### config.mk
export PLATFORM = sky130hd
export DESIGN_NAME = sp_mem_ctrl
export DESIGN_NICKNAME = d
export VERILOG_FILES = /design/src/rtl/sp_pkg.sv /design/src/rtl/sp_rr_arbiter.sv /design/src/rtl/sp_mem_ctrl.sv
export SDC_FILE = /design/constraint.sdc
export NUM_CORES = 1
export LEC_CHECK = 0
export ABC_AREA = 1
export BUFFER_PORTS_ARGS = -buffer_cell sky130_fd_sc_hd__buf_2
export CAP_MARGIN = 20
export CORE_MARGIN = 3
export CORE_UTILIZATION = 30
export CTS_BUF_LIST = sky130_fd_sc_hd__clkbuf_4
export CTS_CLUSTER_DIAMETER = 60
export DETAILED_ROUTE_END_ITERATION = 10
export SLEW_MARGIN = 20
export SYNTH_ARGS = -nofsm -noshare
export SYNTH_HDL_FRONTEND = slang
export SYNTH_HIERARCHICAL = 1
export SYNTH_SLANG_ARGS = --single-unit
### constraint.sdc
create_clock -name clk_i -period 4.73 [get_ports clk_i]
set_input_delay 0.946 -clock clk_i [delete_from_list [all_inputs] [get_ports clk_i]]
set_output_delay 0.946 -clock clk_i [all_outputs]
set_load 0.01 [all_outputs]
### src/rtl/sp_pkg.sv
// ----------------------------------------------------------------------------
// sp_pkg
// Shared types and constants for the data-side memory controller.
//   ADDR_WIDTH / DATA_WIDTH : address and data widths of the 2R/1W memory
//   mem_size_t              : access size encoding carried with each request
//   ctrl_state_t            : controller FSM states
//   size_error()            : illegal size / misalignment detection
// ----------------------------------------------------------------------------
package sp_pkg;

   localparam int ADDR_WIDTH = 32;
   localparam int DATA_WIDTH = 32;

   typedef enum logic [1:0] {
      MEM_BYTE    = 2'b00,
      MEM_HALF    = 2'b01,
      MEM_WORD    = 2'b10,
      MEM_ILLEGAL = 2'b11
   } mem_size_t;

   typedef enum logic [1:0] {
      IDLE,
      RD,
      WR,
      RSP
   } ctrl_state_t;

   // An access is illegal when its size code is reserved or when it is not
   // naturally aligned to its own size within the word.
   function automatic logic size_error(mem_size_t size, logic [1:0] offset);
      logic err;
      case (size)
         MEM_BYTE: err = 1'b0;
         MEM_HALF: err = offset[0];
         MEM_WORD: err = (offset != 2'b00);
         default:  err = 1'b1;
      endcase
      return err;
   endfunction

endpackage

### src/rtl/sp_rr_arbiter.sv
// ----------------------------------------------------------------------------
// sp_rr_arbiter
// Two-input round-robin arbiter. On contention the requester that was not
// granted last wins; the last-grant pointer only moves when the caller
// reports a completed handshake through 'update'.
//   clk_i   : clock
//   arst_ni : asynchronous active-low reset
//   req     : request vector
//   update  : a grant was consumed this cycle; remember who got it
//   gr      : one-hot grant (combinational from req and pointer)
// ----------------------------------------------------------------------------
module sp_rr_arbiter (
   input  logic       clk_i,
   input  logic       arst_ni,
   input  logic [1:0] req,
   input  logic       update,
   output logic [1:0] gr
);

   logic last;

   // Pointer starts at requester 1 so requester 0 wins the first contention.
   always_comb begin
      gr = req;
      if (req == 2'b11) begin
         gr = last ? 2'b01 : 2'b10;
      end
   end

   always_ff @(posedge clk_i or negedge arst_ni) begin
      if (!arst_ni) begin
         last <= 1'b1;
      end else if (update) begin
         last <= gr[1];
      end
   end

endmodule

### src/rtl/sp_mem_ctrl.sv
// ----------------------------------------------------------------------------
// sp_mem_ctrl
// Data-side memory controller sharing read port 1 and the write port of the
// 2R/1W word memory between the LSU (requester 0) and the debug loader
// (requester 1). Sub-word stores become read-modify-write sequences.
//   clk_i, arst_ni          : clock, asynchronous active-low reset
//   req_valid_i/req_ready_o : per-requester request handshake
//   req_we_i, req_addr_i,
//   req_size_i, req_wdata_i : per-requester request payload
//   rsp_valid_o             : one-cycle response pulse to the owner
//   rsp_err_o, rsp_rdata_o  : response error flag and load data
//   mem_raddr_o/mem_rdata_i : read port 1 (combinational read)
//   mem_we_o/mem_waddr_o/
//   mem_wdata_o             : write port (whole aligned words only)
// ----------------------------------------------------------------------------
module sp_mem_ctrl
   import sp_pkg::*;
(
   input  logic                            clk_i,
   input  logic                            arst_ni,
   input  logic [1:0]                      req_valid_i,
   output logic [1:0]                      req_ready_o,
   input  logic [1:0]                      req_we_i,
   input  logic [1:0][ADDR_WIDTH-1:0]      req_addr_i,
   input  logic [1:0][1:0]                 req_size_i,
   input  logic [1:0][DATA_WIDTH-1:0]      req_wdata_i,
   output logic [1:0]                      rsp_valid_o,
   output logic                            rsp_err_o,
   output logic [DATA_WIDTH-1:0]           rsp_rdata_o,
   output logic [ADDR_WIDTH-1:0]           mem_raddr_o,
   input  logic [DATA_WIDTH-1:0]           mem_rdata_i,
   output logic                            mem_we_o,
   output logic [ADDR_WIDTH-1:0]           mem_waddr_o,
   output logic [DATA_WIDTH-1:0]           mem_wdata_o
);

   ctrl_state_t             state_q;
   logic                    id_q;
   logic                    we_q;
   logic [ADDR_WIDTH-1:0]   addr_q;
   mem_size_t               size_q;
   logic [DATA_WIDTH-1:0]   wdata_q;

   logic                    mem_we_q;
   logic [DATA_WIDTH-1:0]   mem_wdata_q;
   logic [1:0]              rsp_valid_q;
   logic                    rsp_err_q;
   logic [DATA_WIDTH-1:0]   rsp_rdata_q;

   logic [1:0]              gr;
   logic                    handshake;
   logic                    sel;
   mem_size_t               sel_size;
   logic [ADDR_WIDTH-1:0]   sel_addr;
   logic                    sel_err;
   logic [ADDR_WIDTH-1:0]   aligned_addr;

   // Right-aligned, zero-extended view of the addressed lanes of a word.
   function automatic logic [DATA_WIDTH-1:0] extract_lanes(
      logic [DATA_WIDTH-1:0] word, logic [1:0] offset, mem_size_t size);
      logic [DATA_WIDTH-1:0] shifted;
      logic [DATA_WIDTH-1:0] result;
      shifted = word >> {offset, 3'b000};
      case (size)
         MEM_BYTE: result = {24'd0, shifted[7:0]};
         MEM_HALF: result = {16'd0, shifted[15:0]};
         default:  result = word;
      endcase
      return result;
   endfunction

   // Old word with the addressed lanes replaced by right-aligned store data.
   function automatic logic [DATA_WIDTH-1:0] merge_lanes(
      logic [DATA_WIDTH-1:0] old_word, logic [DATA_WIDTH-1:0] data,
      logic [1:0] offset, mem_size_t size);
      logic [DATA_WIDTH-1:0] merged;
      merged = old_word;
      case (size)
         MEM_BYTE: merged[{offset, 3'b000} +: 8]       = data[7:0];
         MEM_HALF: merged[{offset[1], 4'b0000} +: 16]  = data[15:0];
         default:  merged = data;
      endcase
      return merged;
   endfunction

   sp_rr_arbiter u_arbiter (
      .clk_i   (clk_i),
      .arst_ni (arst_ni),
      .req     (req_valid_i),
      .update  (handshake),
      .gr      (gr)
   );

   // Ready is forced low during reset so every output reads 0 while arst_ni
   // is asserted, even with requests pending.
   assign req_ready_o  = (arst_ni && (state_q == IDLE)) ? gr : 2'b00;
   assign handshake    = |(req_valid_i & req_ready_o);
   assign sel          = gr[1];
   assign sel_size     = mem_size_t'(req_size_i[sel]);
   assign sel_addr     = req_addr_i[sel];
   assign sel_err      = size_error(sel_size, sel_addr[1:0]);

   assign aligned_addr = {addr_q[ADDR_WIDTH-1:2], 2'b00};
   assign mem_raddr_o  = aligned_addr;
   assign mem_waddr_o  = aligned_addr;
   assign mem_we_o     = mem_we_q;
   assign mem_wdata_o  = mem_wdata_q;
   assign rsp_valid_o  = rsp_valid_q;
   assign rsp_err_o    = rsp_err_q;
   assign rsp_rdata_o  = rsp_rdata_q;

   // Main FSM. Write strobe and response outputs are registered so they
   // depend on state alone; the async reset clears them at once, which
   // abandons an in-flight read-modify-write before its write is issued.
   // For sub-word stores the word read in RD is merged immediately into the
   // write-data register, which doubles as the captured word.
   always_ff @(posedge clk_i or negedge arst_ni) begin
      if (!arst_ni) begin
         state_q     <= IDLE;
         id_q        <= 1'b0;
         we_q        <= 1'b0;
         addr_q      <= '0;
         size_q      <= MEM_BYTE;
         wdata_q     <= '0;
         mem_we_q    <= 1'b0;
         mem_wdata_q <= '0;
         rsp_valid_q <= 2'b00;
         rsp_err_q   <= 1'b0;
         rsp_rdata_q <= '0;
      end else begin
         mem_we_q    <= 1'b0;
         rsp_valid_q <= 2'b00;
         case (state_q)
            IDLE: begin
               if (handshake) begin
                  id_q    <= sel;
                  we_q    <= req_we_i[sel];
                  addr_q  <= sel_addr;
                  size_q  <= sel_size;
                  wdata_q <= req_wdata_i[sel];
                  if (sel_err) begin
                     state_q     <= RSP;
                     rsp_valid_q <= sel ? 2'b10 : 2'b01;
                     rsp_err_q   <= 1'b1;
                     rsp_rdata_q <= '0;
                  end else if (req_we_i[sel] && (sel_size == MEM_WORD)) begin
                     state_q     <= WR;
                     mem_we_q    <= 1'b1;
                     mem_wdata_q <= req_wdata_i[sel];
                  end else begin
                     state_q <= RD;
                  end
               end
            end
            RD: begin
               if (we_q) begin
                  state_q     <= WR;
                  mem_we_q    <= 1'b1;
                  mem_wdata_q <= merge_lanes(mem_rdata_i, wdata_q, addr_q[1:0], size_q);
               end else begin
                  state_q     <= RSP;
                  rsp_valid_q <= id_q ? 2'b10 : 2'b01;
                  rsp_err_q   <= 1'b0;
                  rsp_rdata_q <= extract_lanes(mem_rdata_i, addr_q[1:0], size_q);
               end
            end
            WR: begin
               state_q     <= RSP;
               rsp_valid_q <= id_q ? 2'b10 : 2'b01;
               rsp_err_q   <= 1'b0;
               rsp_rdata_q <= '0;
            end
            default: begin
               state_q     <= IDLE;
               rsp_err_q   <= 1'b0;
               rsp_rdata_q <= '0;
            end
         endcase
      end
   end

endmodule

==> results.md, run 1 <==
- Setup violation total in the final timing report: 0
- Status: complete, no violations
- Iteration-0 DRC Markers: about 850
- Layout overhead on the synthesized area: 15.19%
- Design Area, Final: 10800 µm²
- Die width: roughly 180 µm
- Die height: 182.8 µm
- Total global-route track usage: between 10% and 20%
- Type of element capturing the critical path: flop
- Core footprint: 30670 µm²
- Mean number of vias per cell: 4.851
- Worst Path Max Fanout: between 50 and 60
- Leakage power summed over all cells: a little under 6 nW
- Setup slack after layout: 1.618 ns
- Max-slew violation total from the final report: 0
- Root buffer selected by CTS: sky130_fd_sc_hd__clkbuf_4
- Yosys reg bits: 139
- Antenna Violating Nets Remaining: 0
- Max IR drop VDD: around 0.00022 V
- Number of buffers created by CTS: 17
- Relative slew slack: 34.97%
- Initial Utilization: slightly above 30%
- Register clock-pin slew on the reported worst setup and hold paths: around 0.15 ns
- Port-buffer cells: 299
- Post-CTS setup buffer count: 0
- Final period utilization: 65.79%
- Leading register cell type out of synthesis: sky130_fd_sc_hd__dfrtp_1
- Placed wire-length estimate: 25.90 mm
- Clock Skews: 0.01836 ns
- Full die area: ~33000 µm²
- Unrepaired setup endpoints after global routing: false
- Data required time of the critical path: ~5.2 ns
- Achievable Freq: 0.3214 GHz
- Overall overflow remaining after global route: 0
- Proportion of layout cells with a drive suffix above 1: approximately 23%
- I/O pin total: 304
- Worst Setup Start Kind: flop
- Warnings, synthesis: 6
- Power after layout: just over 7 mW
- Total number of H-tree levels: 4
- Initial antenna violation count: 2
- Post-Route WL: between 30 and 40 mm
- Worst slew pin tran: 0.9744 ns
- Final hold vios: 0
- Kind of critical path: reg2reg
- Global-route wire length before repair: between 50 and 60 mm
- Total via count in the routed design: 9857
- Unique masters post-synth: 34
- Ys async rst share: 100.0%
- Total iterations of the first detailed-routing run: 7
- CTS tree: done
- Number of global-route vias before repair: 9458
- DRC violations left: 0
- Number of buffers added to fix hold violations after cts: 0
- Area after detailed placement: 10540 µm²
- Mapped Area: 9374 µm²
- Power per cell area: 656.9 nW/µm²
- Cells after synthesis: 1435
- Insertion delay of the later-clocked pin in the worst-skew pair: 0.56 ns
- CTS Buffer Depth: 2
- Path class of the lowest-slack min-delay path: in2async
- Num rows: 64
- RePlAce Congestion: 0.9427
- # clock sinks: about 140
- Nets: 1801
- Average instance area after synthesis: 6.532 µm²
- Number of max-cap violations: 0
- Maximum number of pins on one net before global-route repair: approximately 140
- Data arrival time of the critical path: 3.60 ns
- Setup WS pre-CTS: 1.536 ns
- Crit path time final: 3.112 ns
- Setup TNS after final layout: 0 ns
- Quantity of gates resized following cts: 0
- Sequential area share after synthesis: a little under two fifths
- Count of flip-flops with a built-in enable after synthesis: 0
- Wirelength per Cell: 16.76 µm
-- flip-flops by register name, summed over array words and instances, names as in the netlist --
signal / count
addr_q: 32
mem_wdata_o: 32
rsp_rdata_o: 32
wdata_q: 32
rsp_valid_o: 2
size_q: 2
state_q: 2
id_q: 1
mem_we_o: 1
rsp_err_o: 1
u_arbiter/last: 1
we_q: 1
-- cell usage after synthesis (4+ instances only) --
cell type                    n  area [µm²]
sky130_fd_sc_hd__a21oi_1    62       310.3
sky130_fd_sc_hd__nand2_4     4       45.04
sky130_fd_sc_hd__buf_1       4       15.01
sky130_fd_sc_hd__nand2_1   581        2181
sky130_fd_sc_hd__o21ai_0    34       170.2
sky130_fd_sc_hd__buf_4      79       593.1
sky130_fd_sc_hd__nand2_2     8       50.05
sky130_fd_sc_hd__o211ai_1    8       60.06
sky130_fd_sc_hd__o22ai_1     8       50.05
sky130_fd_sc_hd__buf_6       8       90.09
sky130_fd_sc_hd__a31oi_1    60       375.4
sky130_fd_sc_hd__ha_1        9       112.6
sky130_fd_sc_hd__nand3_1   100       500.5
sky130_fd_sc_hd__dfrtp_1   138        3453
sky130_fd_sc_hd__nor2_1    200       750.7
sky130_fd_sc_hd__inv_1      53       198.9
sky130_fd_sc_hd__inv_2       4       15.01
sky130_fd_sc_hd__buf_2      38       190.2
sky130_fd_sc_hd__clkbuf_1   16       60.06
-- routing by layer --
layer	vias up	wire (µm)	global-route usage, %
li1	4870	-	-
met1	4621	15540	27.96
met2	327	15510	31.26
met3	37	2324	3.689
met4	2	663	5.881
met5	-	8	0
-- stage by stage --
| step | std cells | hold slack, ns | utilization (%) |
|---|---|---|---|
| floorplan | 1438 | 0.4536 | - |
| global placement | 1999 | 0.4503 | 34.36 |
| detailed placement | 1999 | 0.4571 | 34.36 |
| CTS | 2031 | 0.2125 | 35.20 |
| global route | 2032 | 0.2396 | 35.21 |
| finish | 2032 | 0.2667 | 35.21 |
-- logic make-up after synthesis --
| logic type | share of synthesized area [%] |
|---|---|
| and+or+nand+nor | 38.25 |
| buffers and inverters | 12.81 |
| AOI/OAI and AO/OA | 10.57 |
| DFF | 37.12 |
| adders and majority gates | 1.201 |
| other | 0.04000 |
-- area by class of cell --
class / instances / area (µm²)
repair buffers: 311 / 1605
well taps: 396 / 495.5
fillers: 3436 / 19870
clock buffers: 21 / 157.7
diodes: 1 / 2.502
clock inverters: 11 / 98.84
inverters: 63 / 245.2
multi-input cells: 1090 / 4713
flip-flops and latches: 139 / 3480
-- final timing paths --
| path | start | to | slack, ns | cells past startpoint |
|---|---|---|---|---|
| max | state_q[1] | mem_wdata_o[23] | 1.62 | 11 |
| min | arst_ni | addr_q[24] | 0.27 | 1 |
| max reg2reg | state_q[1] | mem_wdata_o[23] | 1.62 | 11 |
| min reg2reg | rsp_rdata_o[18] | rsp_rdata_o[18] | 0.48 | 2 |
| max in group asynchronous | arst_ni | rsp_rdata_o[4] | 2.66 | 3 |
| min in group clk_i | rsp_rdata_o[18] | rsp_rdata_o[18] | 0.48 | 2 |
-- where the power goes --
group / internal (mW) / switching [mW] / total [mW]
clock: 0.281 / 0.482 / 0.763
combinational: 1.37 / 2.74 / 4.11
sequential: 1.75 / 0.466 / 2.22
-- cells in the final DEF, fill, tap and decap left out, types with 2 or more instances in the layout --
cell / netlist / routed
sky130_fd_sc_hd__nand4_1: 2 / 2
sky130_fd_sc_hd__clkinv_2: 1 / 2
sky130_fd_sc_hd__o211ai_1: 8 / 8
sky130_fd_sc_hd__inv_2: 4 / 4
sky130_fd_sc_hd__nand2_1: 581 / 580
sky130_fd_sc_hd__nand2_4: 4 / 5
sky130_fd_sc_hd__o21ai_0: 34 / 34
sky130_fd_sc_hd__a21oi_1: 62 / 62
sky130_fd_sc_hd__clkbuf_4: 1 / 21
sky130_fd_sc_hd__clkinv_1: 3 / 5
sky130_fd_sc_hd__dfrtp_1: 138 / 138
sky130_fd_sc_hd__buf_2: 38 / 298
sky130_fd_sc_hd__nor2_2: 3 / 3
sky130_fd_sc_hd__ha_1: 9 / 9
sky130_fd_sc_hd__o21ai_1: 2 / 2
sky130_fd_sc_hd__clkinv_4: 1 / 4
sky130_fd_sc_hd__inv_1: 53 / 53
sky130_fd_sc_hd__clkinvlp_4: 0 / 4
sky130_fd_sc_hd__conb_1: 1 / 4
sky130_fd_sc_hd__nor2_1: 200 / 200
sky130_fd_sc_hd__buf_4: 79 / 11
sky130_fd_sc_hd__nand3_1: 100 / 100
sky130_fd_sc_hd__a31oi_1: 60 / 60
sky130_fd_sc_hd__nand2_2: 8 / 8
sky130_fd_sc_hd__o22ai_1: 8 / 8
-- critical path: stages, from the launching register on --
cell and delay [ns]:
sky130_fd_sc_hd__dfrtp_1 0.43, sky130_fd_sc_hd__inv_1 0.09, sky130_fd_sc_hd__ha_1 0.14, sky130_fd_sc_hd__buf_4 0.45, sky130_fd_sc_hd__inv_1 0.59, sky130_fd_sc_hd__nor2_1 0.34
sky130_fd_sc_hd__nor2_1 0.08, sky130_fd_sc_hd__nand2_2 0.10, sky130_fd_sc_hd__clkinv_4 0.21, sky130_fd_sc_hd__nand2_4 0.40, sky130_fd_sc_hd__nand2_1 0.11, sky130_fd_sc_hd__nand2_1 0.08
Note: power is estimated with default switching activity, not from simulation.
==> run 2: changes to the inputs <==
--- a/config.mk
+++ b/config.mk
@@ -5,7 +5,7 @@
 export SDC_FILE = /design/constraint.sdc
 export NUM_CORES = 1
 export LEC_CHECK = 0
-export ABC_AREA = 1
+export ABC_AREA = 0
 export BUFFER_PORTS_ARGS = -buffer_cell sky130_fd_sc_hd__buf_2
 export CAP_MARGIN = 20
 export CORE_MARGIN = 3
==> constraint.sdc (replaced) <==
create_clock -name clk_i -period 2.8 [get_ports clk_i]
set_input_delay 0.56 -clock clk_i [delete_from_list [all_inputs] [get_ports clk_i]]
set_output_delay 0.56 -clock clk_i [all_outputs]
set_load 0.01 [all_outputs]
==> results.md, run 2 <==
- RePlAce Congestion: about 0.82
- Wirelength per Cell: 18.96 µm
- Power after layout: ~11 mW
- Post-synth top area cell: sky130_fd_sc_hd__dfrtp_1
- Post-CTS setup buffer count: 0
- Relative slew slack: between 30% and 40%
- Maximum number of pins on one net before global-route repair: 80
- Yosys reg bits: 139
- Most common library cell in the layout ignoring fill and taps: sky130_fd_sc_hd__buf_2
- Port-buffer cells: 299
- CP max-delay cell: sky130_fd_sc_hd__dfstp_2
- Metal2 WL: 13.62 mm
- Layout overhead on the synthesized area: 22.49%
- Number of global-route vias before repair: between 7000 and 8000
- Status: complete, no violations
- Share of Yosys cell area claimed by the top area cell type: between 40% and 50%
- Setup violation total in the final timing report: 0
- Warnings, synthesis: 6
- Average instance area after synthesis: 9.564 µm²
- Achievable Freq: 0.3794 GHz
- Ranking of synthesized cells by instance count: sky130_fd_sc_hd__dfrtp_1 (138), sky130_fd_sc_hd__nand2_1 (117), sky130_fd_sc_hd__mux2i_1 (99), sky130_fd_sc_hd__o21ai_0 (87), sky130_fd_sc_hd__buf_4 (64)
- Post-synthesis compound-gate area fraction: 16.93%
- Mapped Area: roughly 8400 µm²
- Mean number of vias per cell: 4.896
- Overall overflow remaining after global route: 0
- Unique masters post-synth: 50
- Path class of the lowest-slack min-delay path: in2async
- Data required time of the critical path: 2.24 ns
- Mux share of post-synthesis cell area: 18.42%
- Sequential area share after synthesis: 41.44%
- CTS Buffer Depth: 2
- Simple logic cell fraction of the synthesized area: approximately 12%
- CP top delay family: buffers and inverters
- Total global-route track usage: 18.23%
- Antenna Violating Nets Remaining: 0
- Number of buffers added to fix hold violations after cts: 0
- Fraction of synthesized cell area in xor and xnor cells: 0%
- Post-Route WL: 28.17 mm
- Number of max-cap violations: 0
- # clock sinks: about 140
- Met3 Routed Length: 2.151 mm
- Worst stage delay on the critical path: 0.41 ns
- Data arrival time of the critical path: 2.08 ns
- Setup TNS after final layout: 0 ns
- Full die area: 30030 µm²
- I/O pin total: 304
- Wire length on met1: 12.11 mm
- Cells taking the most area after synthesis: sky130_fd_sc_hd__dfrtp_1 (41%), sky130_fd_sc_hd__mux2i_1 (12%), sky130_fd_sc_hd__mux2_2 (6.0%), sky130_fd_sc_hd__buf_4 (5.7%), sky130_fd_sc_hd__nand2_1 (5.2%)
- Iteration-0 DRC Markers: 484
- Max IR drop VDD: 0.0004459 V
- Worst path buffer plus inverter count: 3
- Register clock-pin slew on the reported worst setup and hold paths: 0.13 ns
- Initial Utilization: a little under a third
- Type of element capturing the critical path: output port
- Max Used Layer: met5
- Worst Path Max Fanout: 67
- Fraction of the mapped netlist area in adder cells: under 10%
- Max-slew violation total from the final report: 0
- Filler cell count in the final layout: around 2800
- Design Area, Final: 10280 µm²
- Leading register cell type out of synthesis: sky130_fd_sc_hd__dfrtp_1
- Cells after synthesis: 878
- Leakage power summed over all cells: roughly 5.2 nW
- Unrepaired setup endpoints after global routing: false
- Initial antenna violation count: 2
- Root buffer selected by CTS: sky130_fd_sc_hd__clkbuf_4
- List of cells traversed by the critical path: a21boi_4, buf_12, buf_12, and3_1, buf_2
- Nets: 1279
- Quantity of gates resized following cts: 0
- Global-route wire length before repair: 42.63 mm
- Number of buffers created by CTS: 17
- Kind of critical path: reg2out
- Num rows: 60
- CTS tree: done
- Proportion of layout cells with a drive suffix above 1: 36.84%
- Count of flip-flops with a built-in enable after synthesis: 0
- Area after detailed placement: 9932 µm²
- Power per cell area: 1056 nW/µm²
- Clock Skews: a little under 0.02 ns
- Final period utilization: 94.14%
- WHS: 0.09484 ns
- Core footprint: 27250 µm²
- Crit path time final: 2.636 ns
- Insertion delay of the later-clocked pin in the worst-skew pair: 0.55 ns
- Worst slew pin tran: approximately 0.94 ns
- Die width: 173.3 µm
- Total iterations of the first detailed-routing run: 5
- Main combinational cell family by area after synthesis: multiplexers
- Placed wire-length estimate: around 21 mm
- Most common cell in the synthesized netlist: sky130_fd_sc_hd__dfrtp_1
- Total via count in the routed design: 7276
- DRC violations left: 0
- Cell type with the highest occurrence count on the critical path: sky130_fd_sc_hd__buf_12
- Final hold vios: 0
- Worst Setup Start Kind: flop
- Die height: 173.3 µm
- Leading cell types in the layout, fill and taps excluded: sky130_fd_sc_hd__buf_2 (298), sky130_fd_sc_hd__dfrtp_1 (137), sky130_fd_sc_hd__nand2_1 (117)
- Ys async rst share: 100.0%
- Total number of H-tree levels: 4
-- run 2: changes by cell type in the layout (fill, tap and decap cells not counted), sizes merged, moves of 34 or more --
cell / change
nand2: -476
nor2: -181
mux2i: +99
nand3: -98
a31oi: -59
o21ai: +51
mux2: +49
a21oi: -34
-- run 2: final cells by class --
class / count / area, µm² / share of cell area, %
multi-input cells: 584 / 4098 / 39.84
clock inverters: 15 / 222.7 / 2.165
inverters: 32 / 120.1 / 1.168
repair buffers: 326 / 1768 / 17.19
well taps: 372 / 465.4 / 4.526
diodes: 1 / 2.502 / 0.02433
clock buffers: 17 / 127.6 / 1.241
flip-flops and latches: 139 / 3481 / 33.84
-- run 2: worst paths after layout --
check	endpoint	startpoint	cells past startpoint	slack [ns]
min in group clk_i	addr_q[28]	req_addr_i[28]	3	0.30
worst max register to register	mem_wdata_o[20]	u_arbiter/last	8	0.19
max in group asynchronous	wdata_q[29]	arst_ni	3	1.56
worst min-delay path	addr_q[7]	arst_ni	2	0.09
worst min register to register	wdata_q[17]	wdata_q[17]	2	0.50
worst max-delay path	req_ready_o[1]	u_arbiter/last	5	0.16
-- run 2: per-layer routing --
metal  global-route usage [%]  vias up
met5                        0        -
met4                    3.716        2
met3                    4.950       18
met2                    30.57      302
met1                    23.67     3462
li1                         -     3492
-- run 2: worst register-to-register path, cell delays in order, from the launching register on --
cell                       delay, ns
sky130_fd_sc_hd__dfstp_2        0.59
sky130_fd_sc_hd__a21boi_4       0.07
sky130_fd_sc_hd__or4_1          0.50
sky130_fd_sc_hd__o31a_1         0.13
sky130_fd_sc_hd__a211o_1        0.32
sky130_fd_sc_hd__a211oi_4       0.30
sky130_fd_sc_hd__buf_12         0.23
sky130_fd_sc_hd__buf_4          0.22
sky130_fd_sc_hd__mux2i_1        0.19
-- run 2: where the power goes --
part,switching (mW),internal [mW],leakage [nW]
Combinational,3.13,2.45,3.28
Sequential,0.774,2.89,1.75
Clock,0.823,0.797,0.168
Total,4.72,6.14,5.20
-- run 2: kinds of logic (layout without fill, tap and decap cells) --
kind of cell / count (synthesis) / in the layout
compound gates: 215 / 215
simple gates: 208 / 208
buf+inv: 158 / 390
mux: 148 / 148
flops: 139 / 139
fa+ha+maj: 9 / 9
other cells: 1 / 5
-- run 2: per-stage QoR --
step           utilization [%]  instances  setup WS [ns]
4_1_cts                  37.73       1485        0.07481
5_1_grt                  37.74       1486        0.02346
3_3_place_gp             36.45       1453        0.01098
2_1_floorplan                -        881         0.1254
6_report                 37.74       1486         0.1641
3_5_place_dp             36.45       1453       0.002282
